[config.mk]
export PLATFORM = sky130hd
export DESIGN_NAME = page_table_responder_flat
export DESIGN_NICKNAME = d
export VERILOG_FILES = /design/src/rtl/page_table_responder_if.sv /design/src/rtl/page_table_responder.sv /design/src/flat_wrapper.sv
export SDC_FILE = /design/constraint.sdc
export NUM_CORES = 1
export LEC_CHECK = 0
export ABC_AREA = 0
export BUFFER_PORTS_ARGS = -buffer_cell sky130_fd_sc_hd__buf_2
export CORE_MARGIN = 4
export CORE_UTILIZATION = 41
export DETAILED_ROUTE_END_ITERATION = 8
export PLACE_DENSITY_LB_ADDON = 0.15
export REMOVE_ABC_BUFFERS = 1
export SLEW_MARGIN = 5
export SYNTH_ARGS = -nofsm -noshare
export SYNTH_HDL_FRONTEND = slang
export SYNTH_SLANG_ARGS = --single-unit
[constraint.sdc]
create_clock -name clock -period 7.8 [get_ports clock]
set_clock_uncertainty 0.1 [all_clocks]
set_input_delay 0.39 -clock clock [delete_from_list [all_inputs] [get_ports clock]]
set_output_delay 0.39 -clock clock [all_outputs]
set_load 0.005 [all_outputs]
[src/rtl/page_table_responder_if.sv]
// Request/response bundle between a TLB (master) and the page table responder
// (slave).
//
// Handshake: busy is the inverse of ready. The master raises req together with
// write_to_table, V_addr_PT_in and P_addr_PT_in. The responder samples them on a
// rising edge only while busy is low. Once busy goes high, the master may change
// or drop any request input without effect. done is a one-cycle pulse. While
// done is high, P_addr_PT_out and page_fault carry the result.
interface page_table_responder_if #(
  parameter int VPN_W = 6,
  parameter int PPN_W = 2
);
  logic             req;
  logic             write_to_table;
  logic [VPN_W-1:0] V_addr_PT_in;
  logic [PPN_W-1:0] P_addr_PT_in;
  logic             busy;
  logic             done;
  logic [PPN_W-1:0] P_addr_PT_out;
  logic             page_fault;

  modport master (
    output req,
    output write_to_table,
    output V_addr_PT_in,
    output P_addr_PT_in,
    input  busy,
    input  done,
    input  P_addr_PT_out,
    input  page_fault
  );

  modport slave (
    input  req,
    input  write_to_table,
    input  V_addr_PT_in,
    input  P_addr_PT_in,
    output busy,
    output done,
    output P_addr_PT_out,
    output page_fault
  );
endinterface

[src/rtl/page_table_responder.sv]
// page_table_responder: a fixed-latency page table behind a TLB.
// The table holds 2^VPN_W entries of {valid, PPN}. A request is accepted in
// IDLE and waits ACCESS_LATENCY edges in ACCESS. On the last of those edges it
// performs the table operation and moves to RESP. RESP raises done for one
// cycle.
// Optional feature: define PT_AUTO_ALLOC_EN so that a lookup of an invalid
// entry allocates the next PPN from a wrapping pointer instead of faulting.
module page_table_responder #(
  parameter int ACCESS_LATENCY = 3,
  parameter int VPN_W          = 6,
  parameter int PPN_W          = 2
) (
  input  logic                 clock,
  input  logic                 reset,
  page_table_responder_if.slave pt,
  output logic [1:0]           state_dbg_o
);

  localparam int DEPTH = 1 << VPN_W;

  localparam logic [1:0] S_IDLE   = 2'd0;
  localparam logic [1:0] S_ACCESS = 2'd1;
  localparam logic [1:0] S_RESP   = 2'd2;

  // Control state
  logic [1:0]       state_q, state_d;
  logic [3:0]       cnt_q, cnt_d;

  // Latched request; later input changes must not disturb an accepted request
  logic             wr_q, wr_d;
  logic [VPN_W-1:0] vpn_q, vpn_d;
  logic [PPN_W-1:0] ppn_in_q, ppn_in_d;

  // Table storage
  logic [DEPTH-1:0] valid_q;
  logic [PPN_W-1:0] ppn_tab_q [DEPTH];

  // Response registers
  logic [PPN_W-1:0] out_q, out_d;
  logic             fault_q, fault_d;

  // Decoded table operation
  logic             accept;
  logic             op_fire;
  logic             entry_valid;
  logic [PPN_W-1:0] entry_ppn;
  logic             tab_we;
  logic [PPN_W-1:0] tab_wdata;
  logic [PPN_W-1:0] res_ppn;
  logic             res_fault;

`ifdef PT_AUTO_ALLOC_EN
  logic [PPN_W-1:0] alloc_ptr_q, alloc_ptr_d;
  logic             alloc_adv;
`endif

  assign accept      = (state_q == S_IDLE) && pt.req;
  assign op_fire     = (state_q == S_ACCESS) && (cnt_q == 4'd0);
  assign entry_valid = valid_q[vpn_q];
  assign entry_ppn   = ppn_tab_q[vpn_q];

  // Next-state and latency counter logic
  always_comb begin
    state_d = state_q;
    cnt_d   = cnt_q;
    case (state_q)
      S_IDLE: begin
        if (pt.req) begin
          state_d = S_ACCESS;
          cnt_d   = 4'(ACCESS_LATENCY - 1);
        end
      end
      S_ACCESS: begin
        if (cnt_q == 4'd0) begin
          state_d = S_RESP;
        end else begin
          cnt_d = cnt_q - 4'd1;
        end
      end
      S_RESP: begin
        // No accept here: the next request waits for IDLE.
        state_d = S_IDLE;
      end
      default: begin
        state_d = S_IDLE;
        cnt_d   = 4'd0;
      end
    endcase
  end

  // Request latch: capture the operands only when a request is accepted
  always_comb begin
    wr_d     = wr_q;
    vpn_d    = vpn_q;
    ppn_in_d = ppn_in_q;
    if (accept) begin
      wr_d     = pt.write_to_table;
      vpn_d    = pt.V_addr_PT_in;
      ppn_in_d = pt.P_addr_PT_in;
    end
  end

  // Table operation: write-back, lookup hit, and lookup miss (fault or allocate)
  always_comb begin
    tab_we    = 1'b0;
    tab_wdata = ppn_in_q;
    res_ppn   = '0;
    res_fault = 1'b0;
`ifdef PT_AUTO_ALLOC_EN
    alloc_adv = 1'b0;
`endif
    if (wr_q) begin
      tab_we    = 1'b1;
      tab_wdata = ppn_in_q;
    end else if (entry_valid) begin
      res_ppn = entry_ppn;
    end else begin
`ifdef PT_AUTO_ALLOC_EN
      tab_we    = 1'b1;
      tab_wdata = alloc_ptr_q;
      res_ppn   = alloc_ptr_q;
      alloc_adv = 1'b1;
`else
      res_fault = 1'b1;
`endif
    end
  end

  // The response registers load on the operation edge and hold outside it
  always_comb begin
    out_d   = out_q;
    fault_d = fault_q;
    if (op_fire) begin
      out_d   = res_ppn;
      fault_d = res_fault;
    end
  end

`ifdef PT_AUTO_ALLOC_EN
  // The allocation pointer wraps naturally at 2^PPN_W
  always_comb begin
    alloc_ptr_d = alloc_ptr_q;
    if (op_fire && alloc_adv) begin
      alloc_ptr_d = alloc_ptr_q + PPN_W'(1);
    end
  end

  // Allocation pointer register
  always_ff @(posedge clock) begin
    if (reset) begin
      alloc_ptr_q <= '0;
    end else begin
      alloc_ptr_q <= alloc_ptr_d;
    end
  end
`endif

  // FSM and counter registers; reset aborts any operation in flight
  always_ff @(posedge clock) begin
    if (reset) begin
      state_q <= S_IDLE;
      cnt_q   <= 4'd0;
    end else begin
      state_q <= state_d;
      cnt_q   <= cnt_d;
    end
  end

  // Latched request operands
  always_ff @(posedge clock) begin
    if (reset) begin
      wr_q     <= 1'b0;
      vpn_q    <= '0;
      ppn_in_q <= '0;
    end else begin
      wr_q     <= wr_d;
      vpn_q    <= vpn_d;
      ppn_in_q <= ppn_in_d;
    end
  end

  // Page table storage; reset invalidates and zeroes every entry
  always_ff @(posedge clock) begin
    if (reset) begin
      valid_q <= '0;
      for (int i = 0; i < DEPTH; i++) begin
        ppn_tab_q[i] <= '0;
      end
    end else if (op_fire && tab_we) begin
      valid_q[vpn_q]   <= 1'b1;
      ppn_tab_q[vpn_q] <= tab_wdata;
    end
  end

  // Response registers
  always_ff @(posedge clock) begin
    if (reset) begin
      out_q   <= '0;
      fault_q <= 1'b0;
    end else begin
      out_q   <= out_d;
      fault_q <= fault_d;
    end
  end

  assign pt.busy          = (state_q != S_IDLE);
  assign pt.done          = (state_q == S_RESP);
  assign pt.P_addr_PT_out = out_q;
  assign pt.page_fault    = (state_q == S_RESP) && fault_q;
  assign state_dbg_o      = state_q;

endmodule

[src/flat_wrapper.sv]
// flat-port wrapper written by rule: the top's interface ports become plain ports
module page_table_responder_flat 
#(
  parameter int ACCESS_LATENCY = 3,
  parameter int VPN_W          = 6,
  parameter int PPN_W          = 2
)
  (clock, reset, state_dbg_o, pt_req, pt_write_to_table, pt_V_addr_PT_in, pt_P_addr_PT_in, pt_busy, pt_done, pt_P_addr_PT_out, pt_page_fault);
  page_table_responder_if #(.VPN_W(VPN_W), .PPN_W(PPN_W)) pt_i ();
  input  logic clock;
  input  logic reset;
  output logic [1:0] state_dbg_o;
  input wire logic [$bits(pt_i.req)-1:0] pt_req;
  input wire logic [$bits(pt_i.write_to_table)-1:0] pt_write_to_table;
  input wire logic [$bits(pt_i.V_addr_PT_in)-1:0] pt_V_addr_PT_in;
  input wire logic [$bits(pt_i.P_addr_PT_in)-1:0] pt_P_addr_PT_in;
  output wire logic [$bits(pt_i.busy)-1:0] pt_busy;
  output wire logic [$bits(pt_i.done)-1:0] pt_done;
  output wire logic [$bits(pt_i.P_addr_PT_out)-1:0] pt_P_addr_PT_out;
  output wire logic [$bits(pt_i.page_fault)-1:0] pt_page_fault;
  assign pt_i.req = pt_req;
  assign pt_i.write_to_table = pt_write_to_table;
  assign pt_i.V_addr_PT_in = pt_V_addr_PT_in;
  assign pt_i.P_addr_PT_in = pt_P_addr_PT_in;
  assign pt_busy = pt_i.busy;
  assign pt_done = pt_i.done;
  assign pt_P_addr_PT_out = pt_i.P_addr_PT_out;
  assign pt_page_fault = pt_i.page_fault;
  page_table_responder #(.ACCESS_LATENCY(ACCESS_LATENCY), .VPN_W(VPN_W), .PPN_W(PPN_W)) u_core (.clock(clock), .reset(reset), .pt(pt_i), .state_dbg_o(state_dbg_o));
endmodule
==> run_summary.xml <==
<?xml version="1.0" encoding="UTF-8"?>
<metrics>
  <group name="pwr">
    <metric name="clock_power_share" unit="%">43.3</metric>
    <metric name="switchingPower" unit="mW">0.625</metric>
    <metric name="power_density" unit="nW/um^2">253</metric>
    <metric name="total_leakage_power" unit="nW">3.56</metric>
    <metric name="irDropWorstVdd" unit="V">0.000146</metric>
    <metric name="power.share.combinational" unit="%">8.5</metric>
    <metric name="power.switching_fraction" unit="%">23.4</metric>
    <metric name="internal_power" unit="mW">2.04</metric>
    <metric name="seq_power_share" unit="%">48.1</metric>
  </group>
  <group name="floorplan">
    <metric name="die_h" unit="microns">160</metric>
    <metric name="placement_rows" unit="">55</metric>
    <metric name="area_of_the_die" unit="sq um">25600</metric>
    <metric name="chipWidth" unit="microns">160</metric>
    <metric name="floorplan.initialDensity" unit="%">41.8</metric>
    <metric name="placeableCoreArea" unit="sq um">22700</metric>
    <metric name="num_io_pins" unit="">19</metric>
  </group>
  <group name="worst_hold_path">
    <metric name="hold_depth" unit="">3</metric>
    <metric name="hold_class" unit="">in2reg</metric>
    <metric name="worst_hold_startpoint" unit="">pt_P_addr_PT_in[0]</metric>
    <metric name="worst_min_delay_path_endpoint" unit="">u_core.ppn_in_q[0]</metric>
  </group>
  <group name="timing">
    <metric name="fin_crit_sh" unit="%">44.1</metric>
    <metric name="report.final.setup_viol" unit="">0</metric>
    <metric name="worst_slew_pin_slew" unit="ns">1.26</metric>
    <metric name="final-hold-violation-count" unit="">0</metric>
    <metric name="finalWorstSetupSlack" unit="ns">4.36</metric>
    <metric name="maxClockFrequency" unit="GHz">0.291</metric>
    <metric name="slew_violations" unit="">0</metric>
    <metric name="fin_setup_tns" unit="ns">0</metric>
    <metric name="grt_setup_unrepaired" unit="">no</metric>
    <metric name="timing.slew.headroom" unit="%">15.9</metric>
    <metric name="final.min_clock_period" unit="ns">3.44</metric>
  </group>
  <group name="routing">
    <metric name="finalWirelength" unit="microns">24600</metric>
    <metric name="drc" unit="">0</metric>
    <metric name="vias_per_cell" unit="">5.82</metric>
    <metric name="total_via_count_in_the_routed_design" unit="">6370</metric>
    <metric name="route.antenna.remaining_nets" unit="">0</metric>
    <metric name="drt_first_pass_iters" unit="">5</metric>
    <metric name="wl_per_cell" unit="microns">22.5</metric>
    <metric name="dr.first_iter.drc_count" unit="">581</metric>
  </group>
  <group name="global_route">
    <metric name="grt_max_degree" unit="">122</metric>
    <metric name="grt-ovfl-total" unit="">0</metric>
    <metric name="grt_pass1_vias" unit="">6499</metric>
    <metric name="grt_pass1_wl" unit="microns">38500</metric>
    <metric name="global_route.usage.total" unit="%">19.1</metric>
    <metric name="number_of_antenna_violations_at_the_first_check_in_global_routing" unit="">0</metric>
  </group>
  <group name="clock_network">
    <metric name="cts_setup_buffers" unit="">0</metric>
    <metric name="clock_tree.buffer_depth" unit="">3</metric>
    <metric name="cts_tree" unit="">done</metric>
    <metric name="path_clk_slew" unit="ns">0.06</metric>
    <metric name="worst_skew_pair.late_latency" unit="ns">0.51</metric>
    <metric name="cts-root-buf" unit="">sky130_fd_sc_hd__clkbuf_16</metric>
    <metric name="htree_num_levels" unit="">1</metric>
    <metric name="cts_sinks" unit="">216</metric>
    <metric name="tritoncts.num_buffers" unit="">24</metric>
  </group>
  <group name="yosys">
    <metric name="synthFlopType" unit="">sky130_fd_sc_hd__edfxtp_1</metric>
    <metric name="synthesis.area" unit="sq um">9480</metric>
    <metric name="synth_sequential_area_ratio" unit="%">59.1</metric>
    <metric name="async_set_or_reset_flop_fraction_in_the_synthesized_netlist" unit="%">0</metric>
    <metric name="synthDistinctLibCells" unit="">49</metric>
    <metric name="syn-instance-count" unit="">803</metric>
    <metric name="avgSynthCellArea" unit="sq um">11.8</metric>
    <metric name="synthesis.yosys.warnings" unit="">0</metric>
    <metric name="synth_enable_flop_cells" unit="">128</metric>
    <metric name="yosys_register_bits" unit="">216</metric>
  </group>
  <group name="critical_path">
    <metric name="r2r_start" unit="">u_core.cnt_q[0]</metric>
    <metric name="slowest_delay" unit="ns">0.60</metric>
    <metric name="setup.worst_path.class" unit="">reg2reg</metric>
    <metric name="critical_path_cell_sequence" unit="">inv_1 -&gt; ha_1 -&gt; nor3b_1 -&gt; nand3b_1 -&gt; nor2_1 -&gt; and2_1 -&gt; nand3_1 -&gt; buf_4 -&gt; o21ai_0</metric>
    <metric name="ff2ff_setup_slack" unit="ns">4.36</metric>
    <metric name="critical_path.reg2reg.endpoint" unit="">u_core.ppn_tab_q[28][1]</metric>
    <metric name="cp.required" unit="ns">7.88</metric>
    <metric name="cpMaxStageDelayCell" unit="">sky130_fd_sc_hd__nand3_1</metric>
    <metric name="critPathLaunch" unit="">u_core.cnt_q[0]</metric>
    <metric name="timing.critical_path.from_type" unit="">flop</metric>
    <metric name="arr_time_crit_path" unit="ns">3.52</metric>
    <metric name="reg2reg_depth" unit="">9</metric>
    <metric name="critPathCaptureType" unit="">flop</metric>
    <metric name="crit_path_max_fanout" unit="">16</metric>
  </group>
  <group name="final_layout">
    <metric name="synthToLayoutAreaGrowth" unit="%">11.4</metric>
    <metric name="antenna-diode-count" unit="">0</metric>
    <metric name="post_route_cells_drive_above_1_share" unit="%">15.5</metric>
    <metric name="design.final.nets" unit="">804</metric>
  </group>
  <group name="placement">
    <metric name="detailedPlacementHpwl" unit="microns">15800</metric>
    <metric name="count_of_port_buffers_added_during_placement" unit="">18</metric>
    <metric name="place.gp.congestion" unit="">0.781</metric>
    <metric name="dpl_worst_slack" unit="ns">4.37</metric>
  </group>
  <group name="job">
    <metric name="max_cap_viol_count" unit="">0</metric>
  </group>
  <group name="status">
    <metric name="outcome" unit="">finished clean</metric>
  </group>
</metrics>
-- cell usage after synthesis (3+ instances only) --
cell type | count | area share, %
sky130_fd_sc_hd__a21o_1 | 11 | 0.87
sky130_fd_sc_hd__a21oi_1 | 20 | 1.1
sky130_fd_sc_hd__a22o_1 | 12 | 1.1
sky130_fd_sc_hd__a22oi_1 | 4 | 0.32
sky130_fd_sc_hd__a32o_1 | 3 | 0.32
sky130_fd_sc_hd__and2_1 | 30 | 2.0
sky130_fd_sc_hd__buf_1 | 7 | 0.28
sky130_fd_sc_hd__buf_2 | 5 | 0.26
sky130_fd_sc_hd__clkbuf_1 | 54 | 2.1
sky130_fd_sc_hd__dfxtp_1 | 88 | 19
sky130_fd_sc_hd__edfxtp_1 | 128 | 41
sky130_fd_sc_hd__inv_1 | 10 | 0.40
sky130_fd_sc_hd__mux2_2 | 3 | 0.36
sky130_fd_sc_hd__mux2i_1 | 15 | 1.6
sky130_fd_sc_hd__mux4_2 | 43 | 10
sky130_fd_sc_hd__nand2_1 | 59 | 2.3
sky130_fd_sc_hd__nand3_1 | 13 | 0.69
sky130_fd_sc_hd__nor2_1 | 131 | 5.2
sky130_fd_sc_hd__nor2b_1 | 8 | 0.53
sky130_fd_sc_hd__nor3_1 | 9 | 0.47
sky130_fd_sc_hd__o21ai_0 | 63 | 3.3
sky130_fd_sc_hd__o22ai_1 | 4 | 0.26
sky130_fd_sc_hd__o2bb2ai_1 | 40 | 3.7
sky130_fd_sc_hd__or2_2 | 8 | 0.53
-- critical path: cells and delay by family, from the launching register on --
kind / cells / cell delay [ns]
and+or+nand+nor: 5 / 1.72
DFF: 1 / 0.33
AOI/OAI and AO/OA: 1 / 0.29
buffers and inverters: 2 / 0.49
adders and majority gates: 1 / 0.16
-- worst max path at each step --
stage | end | slack (ns) | depth (start not counted)
2_1_floorplan | u_core.pt.P_addr_PT_out[1] | 4.53 | 5
3_3_place_gp | u_core.ppn_tab_q[28][0] | 4.50 | 9
3_5_place_dp | u_core.ppn_tab_q[28][0] | 4.37 | 9
4_1_cts | u_core.ppn_tab_q[28][1] | 4.34 | 9
5_1_grt | u_core.ppn_tab_q[12][0] | 4.07 | 9
6_report | u_core.ppn_tab_q[28][1] | 4.36 | 9
-- power by group through the flow --
stage                     Clock, mW  Sequential, mW  Combinational [mW]
after floorplan                   0            1.31               0.142
after global placement            0            1.31               0.222
after detailed placement          0            1.31               0.227
after CTS                      1.18            1.28               0.228
after global routing           1.22            1.29               0.251
final                          1.16            1.28               0.228
-- kinds of logic (layout without fill, tap and decap cells) --
group                      count (synthesis)  count (layout)  synth area share, %
AOI/OAI and AO/OA                        169             169                 12.0
buffers and inverters                     79              85                 3.39
DFF                                      216             216                 59.1
adders and majority gates                  1               1                0.132
xor gates and xnor gates                   2               2                0.185
and+or+nand+nor                          275             275                 13.0
muxes                                     61              61                 12.2
-- area by class of cell --
| cell class | count | area, sq um |
|---|---|---|
| fillers | 2087 | 12100 |
| flip-flops and latches | 216 | 5610 |
| multi-input cells | 508 | 3560 |
| clock buffers | 38 | 734 |
| well taps | 285 | 357 |
| repair buffers | 31 | 190 |
| clock inverters | 6 | 78.8 |
| inverters | 10 | 37.5 |
-- state kept, by name (all words and copies together) (netlist names), named ones only --
register                 count
u_core.vpn_q                 6
u_core.ppn_in_q              2
u_core.cnt_q                 4
u_core.wr_q                  1
u_core.fault_q               1
u_core.pt.P_addr_PT_out      2
u_core.ppn_tab_q           128
u_core.state_dbg_o           2
u_core.valid_q              64
-- metal layers --
layer	part of all wire, %	global-route usage, %
met5	0	0
met4	3.1	5.55
met3	7.1	3.41
met2	46	29.8
met1	44	27.6
-- timing repair --
action,CTS,global route
hold buffers,1,0
resized for setup,0,0
endpoints found under the hold margin,1,0
-- cell usage in the layout, fill, tap and decap left out, drive strengths merged, types with 3 or more instances in the layout --
cell type  instances
a21o              11
a21oi             20
a22o              12
a22oi              4
a32o               3
and2              30
buf               30
clkbuf            38
clkinv             4
dfxtp             88
edfxtp           128
inv               10
mux2               3
mux2i             15
mux4              43
nand2             59
nand3             13
nor2             131
nor2b              8
nor3               9
o21ai             63
o22ai              4
o2bb2ai           40
or2                8
-- metrics by stage --
| step | area, sq um | cells | total power [mW] | hold slack, ns | util (%) |
|---|---|---|---|---|---|
| floorplan | 9200 | 734 | 1.45 | 0.321 | - |
| global placement | 9740 | 1049 | 1.53 | 0.335 | 42.9 |
| detailed placement | 9740 | 1049 | 1.53 | 0.342 | 42.9 |
| CTS | 10600 | 1094 | 2.69 | 0.000596 | 46.5 |
| global route | 10600 | 1094 | 2.76 | 0.0183 | 46.5 |
| finish | 10600 | 1094 | 2.67 | 0.0206 | 46.5 |
(Power assumes the default switching activity.)
